### src/rtl/audio_sfx_scheduler.sv
// audio_sfx_scheduler
// Plays one square-wave sound effect at a time for up to three requesters.
// Index 0 has the highest priority. Each sound is followed by a silent gap.
// The scheduler streams samples (including zeros) to an audio controller.
//
// Ports
//   CLOCK_50                 : sole clock; all state changes on its rising edge
//   reset                    : asynchronous, active-high
//   enable                   : run enable; low aborts playback and returns to IDLE
//   req_valid[2:0]           : per-requester request, index 0 highest priority
//   req_half_period[56:0]    : 3 x 19-bit tone half-periods in clocks
//   req_duration[77:0]       : 3 x 26-bit durations in clocks
//   req_accept[2:0]          : one-cycle pulse in the first PLAY cycle of a grant
//   req_done[2:0]            : one-cycle pulse after the last PLAY cycle
//   busy                     : high in PLAY or GAP
//   active_id[1:0]           : requester being served, 2'd3 when none
//   audio_out_allowed        : output-FIFO space indication from the controller
//   write_audio_out          : sample write strobe (audio_out_allowed & enable)
//   left/right_channel_audio_out[31:0] : signed sample, identical on both channels
module audio_sfx_scheduler #(
  parameter logic [31:0] AMPLITUDE  = 32'd50000000,
  parameter logic [31:0] GAP_CYCLES = 32'd15000000
) (
  input  logic        CLOCK_50,
  input  logic        reset,
  input  logic        enable,
  input  logic [2:0]  req_valid,
  input  logic [56:0] req_half_period,
  input  logic [77:0] req_duration,
  output logic [2:0]  req_accept,
  output logic [2:0]  req_done,
  output logic        busy,
  output logic [1:0]  active_id,
  input  logic        audio_out_allowed,
  output logic        write_audio_out,
  output logic [31:0] left_channel_audio_out,
  output logic [31:0] right_channel_audio_out
);

  typedef enum logic [1:0] {
    ST_IDLE = 2'd0,
    ST_PLAY = 2'd1,
    ST_GAP  = 2'd2
  } state_t;

  localparam logic [31:0] SAMPLE_POS = AMPLITUDE;
  localparam logic [31:0] SAMPLE_NEG = 32'd0 - AMPLITUDE;

  state_t      state_r;
  logic [18:0] tone_cnt_r;
  logic [25:0] dur_cnt_r;
  logic [31:0] gap_cnt_r;
  logic        phase_r;
  logic [18:0] h_last_r;   // latched half-period minus one (0 and 1 both give 0)
  logic [25:0] d_last_r;   // latched duration minus one (0 and 1 both give 0)
  logic [31:0] sample_r;

  logic        grant_valid_s;
  logic [1:0]  grant_id_s;
  logic [18:0] grant_half_s;
  logic [25:0] grant_dur_s;
  logic        tone_wrap_s;
  logic        phase_next_s;
  logic        play_last_s;
  logic        gap_last_s;

  // Fixed-priority arbitration: lowest set index wins.
  always_comb begin
    grant_valid_s = 1'b0;
    grant_id_s    = 2'd3;
    grant_half_s  = 19'd0;
    grant_dur_s   = 26'd0;
    if (req_valid[0]) begin
      grant_valid_s = 1'b1;
      grant_id_s    = 2'd0;
      grant_half_s  = req_half_period[18:0];
      grant_dur_s   = req_duration[25:0];
    end else if (req_valid[1]) begin
      grant_valid_s = 1'b1;
      grant_id_s    = 2'd1;
      grant_half_s  = req_half_period[37:19];
      grant_dur_s   = req_duration[51:26];
    end else if (req_valid[2]) begin
      grant_valid_s = 1'b1;
      grant_id_s    = 2'd2;
      grant_half_s  = req_half_period[56:38];
      grant_dur_s   = req_duration[77:52];
    end else begin
      grant_valid_s = 1'b0;
    end
  end

  // Terminal-count decodes for the tone, duration and gap counters.
  always_comb begin
    tone_wrap_s  = (tone_cnt_r == h_last_r);
    phase_next_s = tone_wrap_s ? ~phase_r : phase_r;
    play_last_s  = (dur_cnt_r == d_last_r);
    gap_last_s   = (gap_cnt_r == (GAP_CYCLES - 32'd1));
  end

  // Scheduler FSM with registered outputs; the sample register holds the
  // value for the cycle that follows each edge.
  always_ff @(posedge CLOCK_50 or posedge reset) begin
    if (reset) begin
      state_r    <= ST_IDLE;
      tone_cnt_r <= 19'd0;
      dur_cnt_r  <= 26'd0;
      gap_cnt_r  <= 32'd0;
      phase_r    <= 1'b1;
      h_last_r   <= 19'd0;
      d_last_r   <= 26'd0;
      sample_r   <= 32'd0;
      req_accept <= 3'b000;
      req_done   <= 3'b000;
      busy       <= 1'b0;
      active_id  <= 2'd3;
    end else begin
      req_accept <= 3'b000;
      req_done   <= 3'b000;
      if (!enable) begin
        // Abort: no done pulse for an interrupted sound.
        state_r    <= ST_IDLE;
        tone_cnt_r <= 19'd0;
        dur_cnt_r  <= 26'd0;
        gap_cnt_r  <= 32'd0;
        phase_r    <= 1'b1;
        sample_r   <= 32'd0;
        busy       <= 1'b0;
        active_id  <= 2'd3;
      end else begin
        case (state_r)
          ST_IDLE: begin
            if (grant_valid_s) begin
              state_r    <= ST_PLAY;
              h_last_r   <= (grant_half_s == 19'd0) ? 19'd0 : grant_half_s - 19'd1;
              d_last_r   <= (grant_dur_s == 26'd0) ? 26'd0 : grant_dur_s - 26'd1;
              tone_cnt_r <= 19'd0;
              dur_cnt_r  <= 26'd0;
              phase_r    <= 1'b1;
              sample_r   <= SAMPLE_POS;
              req_accept <= 3'b001 << grant_id_s;
              busy       <= 1'b1;
              active_id  <= grant_id_s;
            end else begin
              sample_r   <= 32'd0;
              busy       <= 1'b0;
              active_id  <= 2'd3;
            end
          end
          ST_PLAY: begin
            tone_cnt_r <= tone_wrap_s ? 19'd0 : tone_cnt_r + 19'd1;
            phase_r    <= phase_next_s;
            if (play_last_s) begin
              req_done <= 3'b001 << active_id;
              sample_r <= 32'd0;
              if (GAP_CYCLES == 32'd0) begin
                state_r   <= ST_IDLE;
                busy      <= 1'b0;
                active_id <= 2'd3;
              end else begin
                state_r   <= ST_GAP;
                gap_cnt_r <= 32'd0;
              end
            end else begin
              dur_cnt_r <= dur_cnt_r + 26'd1;
              sample_r  <= phase_next_s ? SAMPLE_POS : SAMPLE_NEG;
            end
          end
          ST_GAP: begin
            sample_r <= 32'd0;
            if (gap_last_s) begin
              state_r   <= ST_IDLE;
              busy      <= 1'b0;
              active_id <= 2'd3;
            end else begin
              gap_cnt_r <= gap_cnt_r + 32'd1;
            end
          end
          default: begin
            state_r   <= ST_IDLE;
            sample_r  <= 32'd0;
            busy      <= 1'b0;
            active_id <= 2'd3;
          end
        endcase
      end
    end
  end

  // Write strobe follows the controller's space flag so zeros stream too.
  always_comb begin
    write_audio_out = audio_out_allowed & enable & ~reset;
  end

  assign left_channel_audio_out  = sample_r;
  assign right_channel_audio_out = sample_r;

endmodule
### config.mk
export PLATFORM = sky130hd
export DESIGN_NAME = audio_sfx_scheduler
export DESIGN_NICKNAME = d
export VERILOG_FILES = /design/src/rtl/audio_sfx_scheduler.sv
export SDC_FILE = /design/constraint.sdc
export NUM_CORES = 1
export LEC_CHECK = 0
export ABC_AREA = 1
export BUFFER_PORTS_ARGS = -buffer_cell sky130_fd_sc_hd__buf_2
export CAP_MARGIN = 20
export CORE_ASPECT_RATIO = 1.25
export CORE_MARGIN = 2
export CORE_UTILIZATION = 41
export DETAILED_ROUTE_END_ITERATION = 8
export PLACE_DENSITY = 0.71
export REMOVE_ABC_BUFFERS = 1
export SETUP_SLACK_MARGIN = 0.2
export SLEW_MARGIN = 5
export SYNTH_ARGS = -nofsm -noshare
export SYNTH_HDL_FRONTEND = slang
export SYNTH_SLANG_ARGS = --single-unit
### constraint.sdc
create_clock -name CLOCK_50 -period 6.8 [get_ports CLOCK_50]
set_clock_uncertainty 0.15 [all_clocks]
set_input_delay 0.68 -clock CLOCK_50 [delete_from_list [all_inputs] [get_ports CLOCK_50]]
set_output_delay 0.68 -clock CLOCK_50 [all_outputs]
set_load 0.05 [all_outputs]
==> reports/metrics.yaml, run 1 <==
routing:
  vias: 11400
  routed_wl_mm: 31.2
  drt_drc_violations_left: 0
  wl_per_cell_um: 13.7
  ant_nets: 0
  drtIter0Drc: 617
  via_per_inst: 5.03
  first_pass_iters: 5
run:
  cap_violations: 0
global_routing:
  grt_pass1_wl_mm: 52.4
  gr-total-overflow: 0
  antenna_found_initial: 0
  grt_max_degree: 79
  grt_use_total_pct: 21.5
  first_global_vias: 10900
setup_path:
  cp_num_buf_inv: 6
  required_ns: 7.02
  timing_worst_setup_path_type: "input pin to register"
  worstPathCellList: "buf_2 -> buf_4 -> inv_2 -> buf_4 -> nand2_1 -> o21ai_1 -> inv_1 -> nand2_1 -> inv_1 -> ha_1 -> nand3_2 -> nor2_1 -> nand2_1 -> nor2_1 -> nor2_1 -> o21ai_0 -> nand2_1"
  cp-end-kind: "register"
  slowest_delay_ns: 0.56
  start_kind: "input pin"
  path_delay_family: "simple AND/OR/NAND/NOR gates"
  cp_slowest_cell: "nor2_1"
  arrival_ns: 3.98
  cp_max_fo: 71
  path_common_cell: "nand2_1"
placement:
  port_buffers: 201
  routabilityCongestion: 0.937
  post-dp-hpwl_mm: 23.7
synth:
  ys_seq_area_share_pct: 30.1
  syn_area_um2: 11400
  synth_top_area_share_pct: 29.4
  yosys-top-cells-area: "dfrtp_1, nand2_1, nand3_1"
  syn-mean-instance-area_um2: 6.35
  synth_edf_count: 0
  ys_warn_count: 0
  yosys.area.top_type: "dfrtp_1"
  synth_ff_type: "dfrtp_1"
  netlist_instances: 1794
  ys_types: 40
  synth-async-reset-ratio_pct: 100
  synth-seq-cells: 137
floorplanning:
  dieArea_um2: 29100
  die_h_um: 190
  num_rows: 68
  ios: 216
  die_w_um: 153
  core_um2: 27500
  initial_core_util_pct: 41.4
sta:
  rsz0062_at_grt: "false"
  setup_viol: 0
  hold_ws_ns: 0.166
  slew_viol_final: 0
  fin_setup_tns_ns: 0
  fin_crit_sh_pct: 55.3
  slew-limit-headroom_pct: 34.8
  finalHoldViolCount: 0
  layout_min_cycle_time_ns: 3.76
  worst_slew_pin_slew_ns: 0.978
  fmax_mhz: 266
finish:
  nNetsFinal: 2060
  area_growth_pct: 11.2
  drive_above_1_share_pct: 16.3
  fillers: 2876
  diodes: 0
  utilization_pct: 46.1
  final_cell_mix: "nand2_1, nor2_1, buf_2, nand3_1, inv_1"
  mostFrequentLayoutCell: "nand2_1"
pwr:
  pwr-share-seq_pct: 38.1
  total_leakage_power_nw: 6.34
  power_mw: 2.50
  cell_internal_pwr_mw: 1.63
  clkPwrFrac_pct: 37.5
  ir_drop_mv: 0.174
  power_density_nw_per_um2: 197
  switching_share_pct: 34.7
  pwr-share-comb_pct: 24.3
  switching_power_mw: 0.867
clocking:
  cts_tree: "yes"
  clockRootBuffer: "clkbuf_16"
  post_cts_buffers: 0
  cts_hold_buf: 0
  clk_latency_ns: 0.43
  clock_sinks: 137
  cts.path.max_buffers: 2
  cts_max_level: 4
  cts_made_buffers: 17
  clkTransAtPathRegs_ns: 0.07
  post_cts_resized: 0
worst_hold_path:
  hold_class: "input pin to async pin"
status:
  status: "finished, final reports clean"
[logic make-up (layout without fill, tap and decap cells)]
logic type | count (synthesis) | after routing | share of synthesized area [%]
other | 1 | 14 | 0.0329
buffers and inverters | 283 | 401 | 12.9
xor gates and xnor gates | 90 | 90 | 6.92
DFF | 137 | 137 | 30.1
and+or+nand+nor | 1220 | 1220 | 46.6
AOI/OAI and AO/OA | 57 | 57 | 2.80
adders and majority gates | 6 | 6 | 0.659
[cells in the mapped netlist (13+ instances only)]
library cell  count
buf_2            13
buf_4            76
buf_6            14
clkbuf_1         18
dfrtp_1         134
inv_1           154
nand2_1         628
nand3_1         190
nand4_1          37
nor2_1          205
nor2_2           17
nor3_1           71
o21ai_0          19
o21ai_1          22
or2_2            16
xnor2_1          40
xor2_1           50
[state kept, by name, indices dropped and copies added, names as in the netlist, 2 cells and up]
name / cells
left_channel_audio_out: 3
req_accept: 3
tone_cnt_r: 19
h_last_r: 19
d_last_r: 26
dur_cnt_r: 26
active_id: 2
req_done: 3
gap_cnt_r: 32
state_r: 2
[layer usage]
metal / routed length, µm / global-route usage (%)
met2: 15200 / 38.7
met4: 959 / 8.65
met3: 1510 / 2.36
met5: 0 / 0
met1: 13500 / 26.4
[final cells by class]
class | instances | area [µm²] | area share, %
clock inverters | 14 | 160 | 1.26
well taps | 350 | 438 | 3.46
repair buffers | 208 | 1060 | 8.36
inverters | 161 | 609 | 4.81
clock buffers | 18 | 429 | 3.39
flip-flops and latches | 137 | 3430 | 27.1
multi-input cells | 1387 | 6540 | 51.6
[worst paths after layout]
kind / startpoint / to / slack (ns) / cells after the start
max: req_valid[0] / d_last_r[16] / 3.04 / 17
min in group CLOCK_50: h_last_r[10] / h_last_r[10] / 0.35 / 2
min: reset / gap_cnt_r[29] / 0.17 / 2
max in group asynchronous: reset / d_last_r[23] / 4.93 / 3
max reg2reg: gap_cnt_r[0] / gap_cnt_r[9] / 3.75 / 13
min reg2reg: h_last_r[10] / h_last_r[10] / 0.35 / 2
[through the flow]
step / area (µm²) / setup slack [ns] / cells
6_report: 12700 / 3.04 / 2275
5_1_grt: 12700 / 2.68 / 2275
4_1_cts: 12700 / 3.04 / 2275
3_5_place_dp: 12100 / 2.58 / 2243
3_3_place_gp: 12100 / 2.77 / 2243
2_1_floorplan: 10600 / -2.06 / 1685
[power groups by stage]
stage               sequential [mW]  combinational, mW  clock, mW
finish                        0.952              0.607      0.937
detailed placement            0.967              0.607          0
global placement              0.964              0.599          0
global route                  0.963              0.681      0.985
floorplan                      1.05              0.337          0
CTS                           0.953              0.611      0.951
No activity file was read; power rests on OpenSTA's default activity.
==> run 2: changes to the inputs <==
Settings changed: ABC_AREA 1 to 0, PLACE_DENSITY 0.71 to 0.75.
Clock period 6.8 ns to 3.05 ns, I/O delays scaled along.
==> run 2 against run 1 <==
Net effect: the flow now finishes with violations (hold timing); total power increased by 130%; largest cell class unchanged; non-clock buffer count increased by 29; first-iteration DRC count decreased by 4.7%; final area decreased by 14%; flip-flop and latch count unchanged; synthesized cell count decreased by 40%; combinational power increased by 96%; sequential share of layout area increased by 4.3 points.
==> reports/metrics.yaml, run 2 <==
setup_path:
  arrival_ns: 2.77
  crit_path_start: "dur_cnt_r[4]"
  cp-end-kind: "register"
  timing_worst_setup_path_type: "register to register"
  reg2reg_depth: 7
  r2r_slack_ns: 0.42
  worstReg2RegEnd: "gap_cnt_r[9]"
  cp_max_fo: 33
  required_ns: 3.19
  start_kind: "register"
  reg2reg_from: "dur_cnt_r[4]"
clocking:
  cts_hold_buf: 0
  clk_latency_ns: 0.42
  cts.path.max_buffers: 2
  post_cts_buffers: 0
  clkTransAtPathRegs_ns: 0.06
  cts_tree: "yes"
  post_cts_resized: 0
  clock_sinks: 137
  cts_max_level: 4
  clockRootBuffer: "clkbuf_16"
  cts_made_buffers: 17
status:
  status: "finished with violations"
  violations: "hold timing"
pwr:
  power_mw: 5.73
  ir_drop_mv: 0.349
  power_density_nw_per_um2: 525
  total_leakage_power_nw: 4.74
synth:
  synth-seq-cells: 137
  yosys.area.top_type: "dfrtp_1"
  ys_types: 68
  netlist_top_cells_count: "dfrtp_1, nand2_1, nor2_1"
  synth_edf_count: 0
  netlist_instances: 1072
  synth_most_common_cell: "dfrtp_1"
  syn-mean-instance-area_um2: 8.64
  synth-async-reset-ratio_pct: 100
  synth_ff_type: "dfrtp_1"
  ys_warn_count: 0
  ys_seq_area_share_pct: 37.1
  syn_area_um2: 9260
  synth_top_area_share_pct: 36.2
  yosys-top-cells-area: "dfrtp_1, xnor2_1, buf_4"
routing:
  via_per_inst: 5.49
  routed_wl_mm: 22.9
  wl_per_cell_um: 15.1
  first_pass_iters: 6
  drtIter0Drc: 588
  ant_nets: 0
  drt_drc_violations_left: 0
  vias: 8312
sta:
  rsz0062_at_grt: "false"
  setup_viol: 0
  finalHoldViolCount: 56
  fin_setup_tns_ns: 0
  fmax_mhz: 380
  setup_slack_ns: 0.418
  worst_slew_pin_slew_ns: 0.767
  fin_crit_sh_pct: 86.3
  slew-limit-headroom_pct: 48.9
  layout_min_cycle_time_ns: 2.63
  hold_ws_ns: -0.0882
  slew_viol_final: 0
finish:
  multiInputGateArea_um2: 5070
  regMostFlops: "gap_cnt_r"
  mostFrequentLayoutCell: "buf_2"
  fillers: 2046
  drive_above_1_share_pct: 24.0
  nNetsFinal: 1366
  largest_reg_flops: 32
  diodes: 0
  area_growth_pct: 17.9
  register_area_um2: 3430
  reg_top3: "gap_cnt_r (32), d_last_r (26), dur_cnt_r (26)"
  stdcell_count: 1514
  final_cell_mix: "buf_2, dfrtp_1, nand2_1, nor2_1, o21ai_0"
global_routing:
  grt_max_degree: 138
  grt_use_met1_pct: 24.7
  grt_use_total_pct: 18.9
  grt_pass1_wl_mm: 37.8
  antenna_found_initial: 0
  gr-total-overflow: 0
  use_met3_pct: 3.41
  first_global_vias: 7692
  top_usage_layer: "met2"
  use_met2_pct: 32.5
floorplanning:
  dieArea_um2: 23800
  die_h_um: 172
  core_um2: 22200
  ios: 216
  initial_core_util_pct: 41.7
  die_w_um: 138
  num_rows: 61
placement:
  placedCellCount: 1482
  port_buffers: 201
  routabilityCongestion: 0.832
  post-dp-hpwl_mm: 16.7
  pre_cts_slack_ns: 0.249
worst_hold_path:
  hold_class: "input pin to async pin"
run:
  cap_violations: 0
-- run 2: cell types whose count changed in the layout (fill, tap and decap cells not counted), moves of 27 or more --
cell	previous run	this run
nor3_1	71	16
inv_1	153	15
buf_4	7	34
nand3_1	190	40
a21oi_1	5	49
o21ai_0	19	68
a2bb2oi_1	0	33
o31ai_1	0	37
nor2_1	205	91
nand2_1	628	101
nand3b_1	8	35
-- run 2: through the flow --
| step | util (%) | area (µm²) |
|---|---|---|
| after floorplan | - | 8560 |
| after global placement | 46.1 | 10200 |
| after detailed placement | 46.1 | 10200 |
| after CTS | 49.2 | 10900 |
| after global routing | 49.2 | 10900 |
| final | 49.2 | 10900 |
-- run 2: how the worst max path moves through the flow --
| stage | endpoint | slack [ns] | depth (start not counted) |
|---|---|---|---|
| floorplan | left_channel_audio_out[10] | -5.43 | 0 |
| global placement | d_last_r[24] | 0.29 | 10 |
| detailed placement | d_last_r[17] | 0.25 | 10 |
| CTS | gap_cnt_r[12] | 0.46 | 7 |
| global route | gap_cnt_r[9] | 0.25 | 7 |
| finish | gap_cnt_r[9] | 0.42 | 7 |
-- run 2: per-layer routing --
layer / share of wire (%) / wire [µm] / vias to the layer above
met1: 45 / 10200 / 3964
met5: 0 / 0 / -
met2: 49 / 11200 / 274
met4: 1.3 / 298 / 0
met3: 5.0 / 1140 / 23
li1: - / - / 4051
-- run 2: report_power, final --
part	total (mW)	leakage (nW)	switching [mW]	internal, mW
combinational	1.19	2.59	0.761	0.433
sequential	2.14	1.81	0.147	1.99
clock	2.40	0.339	0.784	1.62
-- run 2: cell families after synthesis --
group / after synthesis / synth area share, %
xor+xnor: 115 / 10.9
fa+ha+maj: 6 / 0.810
mux: 5 / 0.581
simple gates: 418 / 24.4
flops: 137 / 37.1
buf+inv: 140 / 8.78
other cells: 1 / 0.0405
compound gates: 250 / 17.5
-- run 2: worst max-delay path: stages (launching register included) --
cell     delay [ns]
dfrtp_1        0.45
xor2_1         0.19
nor4_1         0.33
nand4_1        0.27
o21ai_1        0.27
a21bo_2        0.45
o21ai_0        0.26
o21ai_0        0.12
-- run 2: layout make-up --
type,count,share of cell area [%]
inverter,17,0.607
timing repair buffer,237,11.9
clock buffer,21,4.40
tap,283,3.24
sequential,137,31.4
clock inverter,11,1.97
multi-input combinational,808,46.5
==> run 3: changes to the inputs <==
Settings changed: ABC_AREA 0 to 1, PLACE_DENSITY 0.75 to 0.73.
==> run 3 against run 2 <==
Net effect: the run now ends clean; flip-flop and latch count unchanged; register-to-register slack improved by 0.07 ns; fmax increased by 2.5%; critical path depth rose by 7.
==> reports/metrics.yaml, run 3 (synthesis gave the netlist of run 1 again) <==
sta:
  worst_slew_pin_slew_ns: 0.640
  setup_slack_ns: 0.483
  slew_viol_final: 0
  finalHoldViolCount: 0
  fmax_mhz: 390
  fin_setup_tns_ns: 0
  setup_viol: 0
  slew-limit-headroom_pct: 57.3
  fin_crit_sh_pct: 84.2
  rsz0062_at_grt: "false"
  layout_min_cycle_time_ns: 2.57
global_routing:
  grt_pass1_wl_mm: 52.1
  gr-total-overflow: 0
  grt_max_degree: 72
  antenna_found_initial: 0
  first_global_vias: 10800
  grt_use_total_pct: 21.6
worst_hold_path:
  timing.hold.worst_endpoint: "h_last_r[0]"
  hold_depth: 4
  hold_class: "input pin to register"
  hold_path.startpoint: "req_half_period[38]"
placement:
  routabilityCongestion: 0.952
  pre_cts_slack_ns: 0.418
  place_area_um2: 12200
  port_buffers: 201
  post-dp-hpwl_mm: 24.4
routing:
  wl_per_cell_um: 13.7
  via_per_inst: 5.01
  first_pass_iters: 6
  ant_nets: 0
  vias: 11500
  routed_wl_mm: 31.5
  drtIter0Drc: 499
  drt_drc_violations_left: 0
finish:
  final_area_um2: 12800
  multiInputGateArea_um2: 6540
  nNetsFinal: 2079
  regMostFlops: "gap_cnt_r"
  mostFrequentLayoutCell: "nand2_1"
  area_growth_pct: 12.4
  diodes: 0
  drive_above_1_share_pct: 17.0
  reg_top3: "gap_cnt_r (32), d_last_r (26), dur_cnt_r (26)"
  largest_reg_flops: 32
  final_cell_mix: "nand2_1, nor2_1, buf_2, nand3_1, inv_1"
  fillers: 2823
  register_area_um2: 3430
pwr:
  ir_drop_mv: 0.358
  switching_share_pct: 34.7
  total_leakage_power_nw: 6.44
  cell_internal_pwr_mw: 3.59
  power_density_nw_per_um2: 429
  power_mw: 5.49
  clkPwrFrac_pct: 36.1
  pwr-share-seq_pct: 38.6
  pwr-share-comb_pct: 25.3
  switching_power_mw: 1.91
clocking:
  cts_hold_buf: 1
  post_cts_buffers: 0
  clock_sinks: 137
  cts_tree: "yes"
  clkTransAtPathRegs_ns: 0.06
  cts_max_level: 4
  clk_latency_ns: 0.43
  post_cts_resized: 0
  clockRootBuffer: "clkbuf_16"
  cts.path.max_buffers: 2
  cts_made_buffers: 17
setup_path:
  r2r_slack_ns: 0.48
  worstPathCellList: "ha_1 -> nand2_1 -> nor2_2 -> inv_1 -> nor2_2 -> inv_1 -> nor2_1 -> nand4_1 -> nand2_1 -> nand3_2 -> nand2_2 -> buf_4 -> nand2_1 -> nand2_1"
  start_kind: "register"
  slowest_delay_ns: 0.43
  timing_worst_setup_path_type: "register to register"
  cp-end-kind: "register"
  cp_num_buf_inv: 3
  path_delay_family: "simple AND/OR/NAND/NOR gates"
  arrival_ns: 2.79
  reg2reg_depth: 14
  cp_slowest_cell: "dfrtp_1"
  reg2reg_from: "gap_cnt_r[0]"
  required_ns: 3.27
  cp_max_fo: 20
  worstReg2RegEnd: "gap_cnt_r[24]"
  path_common_cell: "nand2_1"
run:
  cap_violations: 0
floorplanning:
  die_w_um: 153
  core_um2: 27500
  initial_core_util_pct: 41.4
  die_h_um: 190
  ios: 216
  num_rows: 68
  dieArea_um2: 29100
status:
  status: "finished, final reports clean"
run 3: metrics by stage:
| step | cells | util (%) | hold WS [ns] |
|---|---|---|---|
| 6_report | 2294 | 46.6 | 0.104 |
| 5_1_grt | 2294 | 46.6 | 0.141 |
| 4_1_cts | 2294 | 46.6 | 0.0922 |
| 3_5_place_dp | 2261 | 44.5 | 0.312 |
| 3_3_place_gp | 2261 | 44.5 | 0.314 |
| 2_1_floorplan | 1685 | - | 0.272 |
run 3: worst max-delay path by stage:
stage,startpoint,end,slack (ns),cells past startpoint
detailed placement,req_valid[1],h_last_r[10],0.42,13
global route,gap_cnt_r[0],gap_cnt_r[11],0.32,14
finish,gap_cnt_r[0],gap_cnt_r[24],0.48,14
floorplan,left_channel_audio_out[30],left_channel_audio_out[10],-5.43,0
global placement,req_valid[1],h_last_r[10],0.51,13
CTS,gap_cnt_r[0],gap_cnt_r[24],0.55,14
run 3: tightest hold or removal path, stage by stage:
cell	delay, ns
buf_2	0.09
nand2_1	0.05
nand2_1	0.12
o21ai_1	0.08
run 3: power groups by stage:
stage          combinational [mW]  clock [mW]  sequential (mW)
5_1_grt                      1.54        2.10             2.14
3_5_place_dp                 1.39           0             2.15
4_1_cts                      1.40        2.02             2.12
6_report                     1.39        1.98             2.12
3_3_place_gp                 1.38           0             2.15
2_1_floorplan               0.751           0             2.33
run 3: area by class of cell:
type	count	share of cell area, %
multi-input combinational	1387	51.1
clock buffer	19	3.46
sequential	137	26.8
inverter	161	4.74
tap	350	3.42
clock inverter	13	0.919
timing repair buffer	227	9.60
run 3: routing by layer:
layer | up-vias | part of all wire [%] | GRT usage [%] | routed length, µm
met5 | - | 0 | 0 | 0
met2 | 376 | 50 | 38.7 | 15600
met1 | 5203 | 42 | 26.0 | 13300
li1 | 5856 | - | - | -
met3 | 68 | 4.9 | 3.00 | 1550
met4 | 0 | 3.2 | 9.22 | 1010
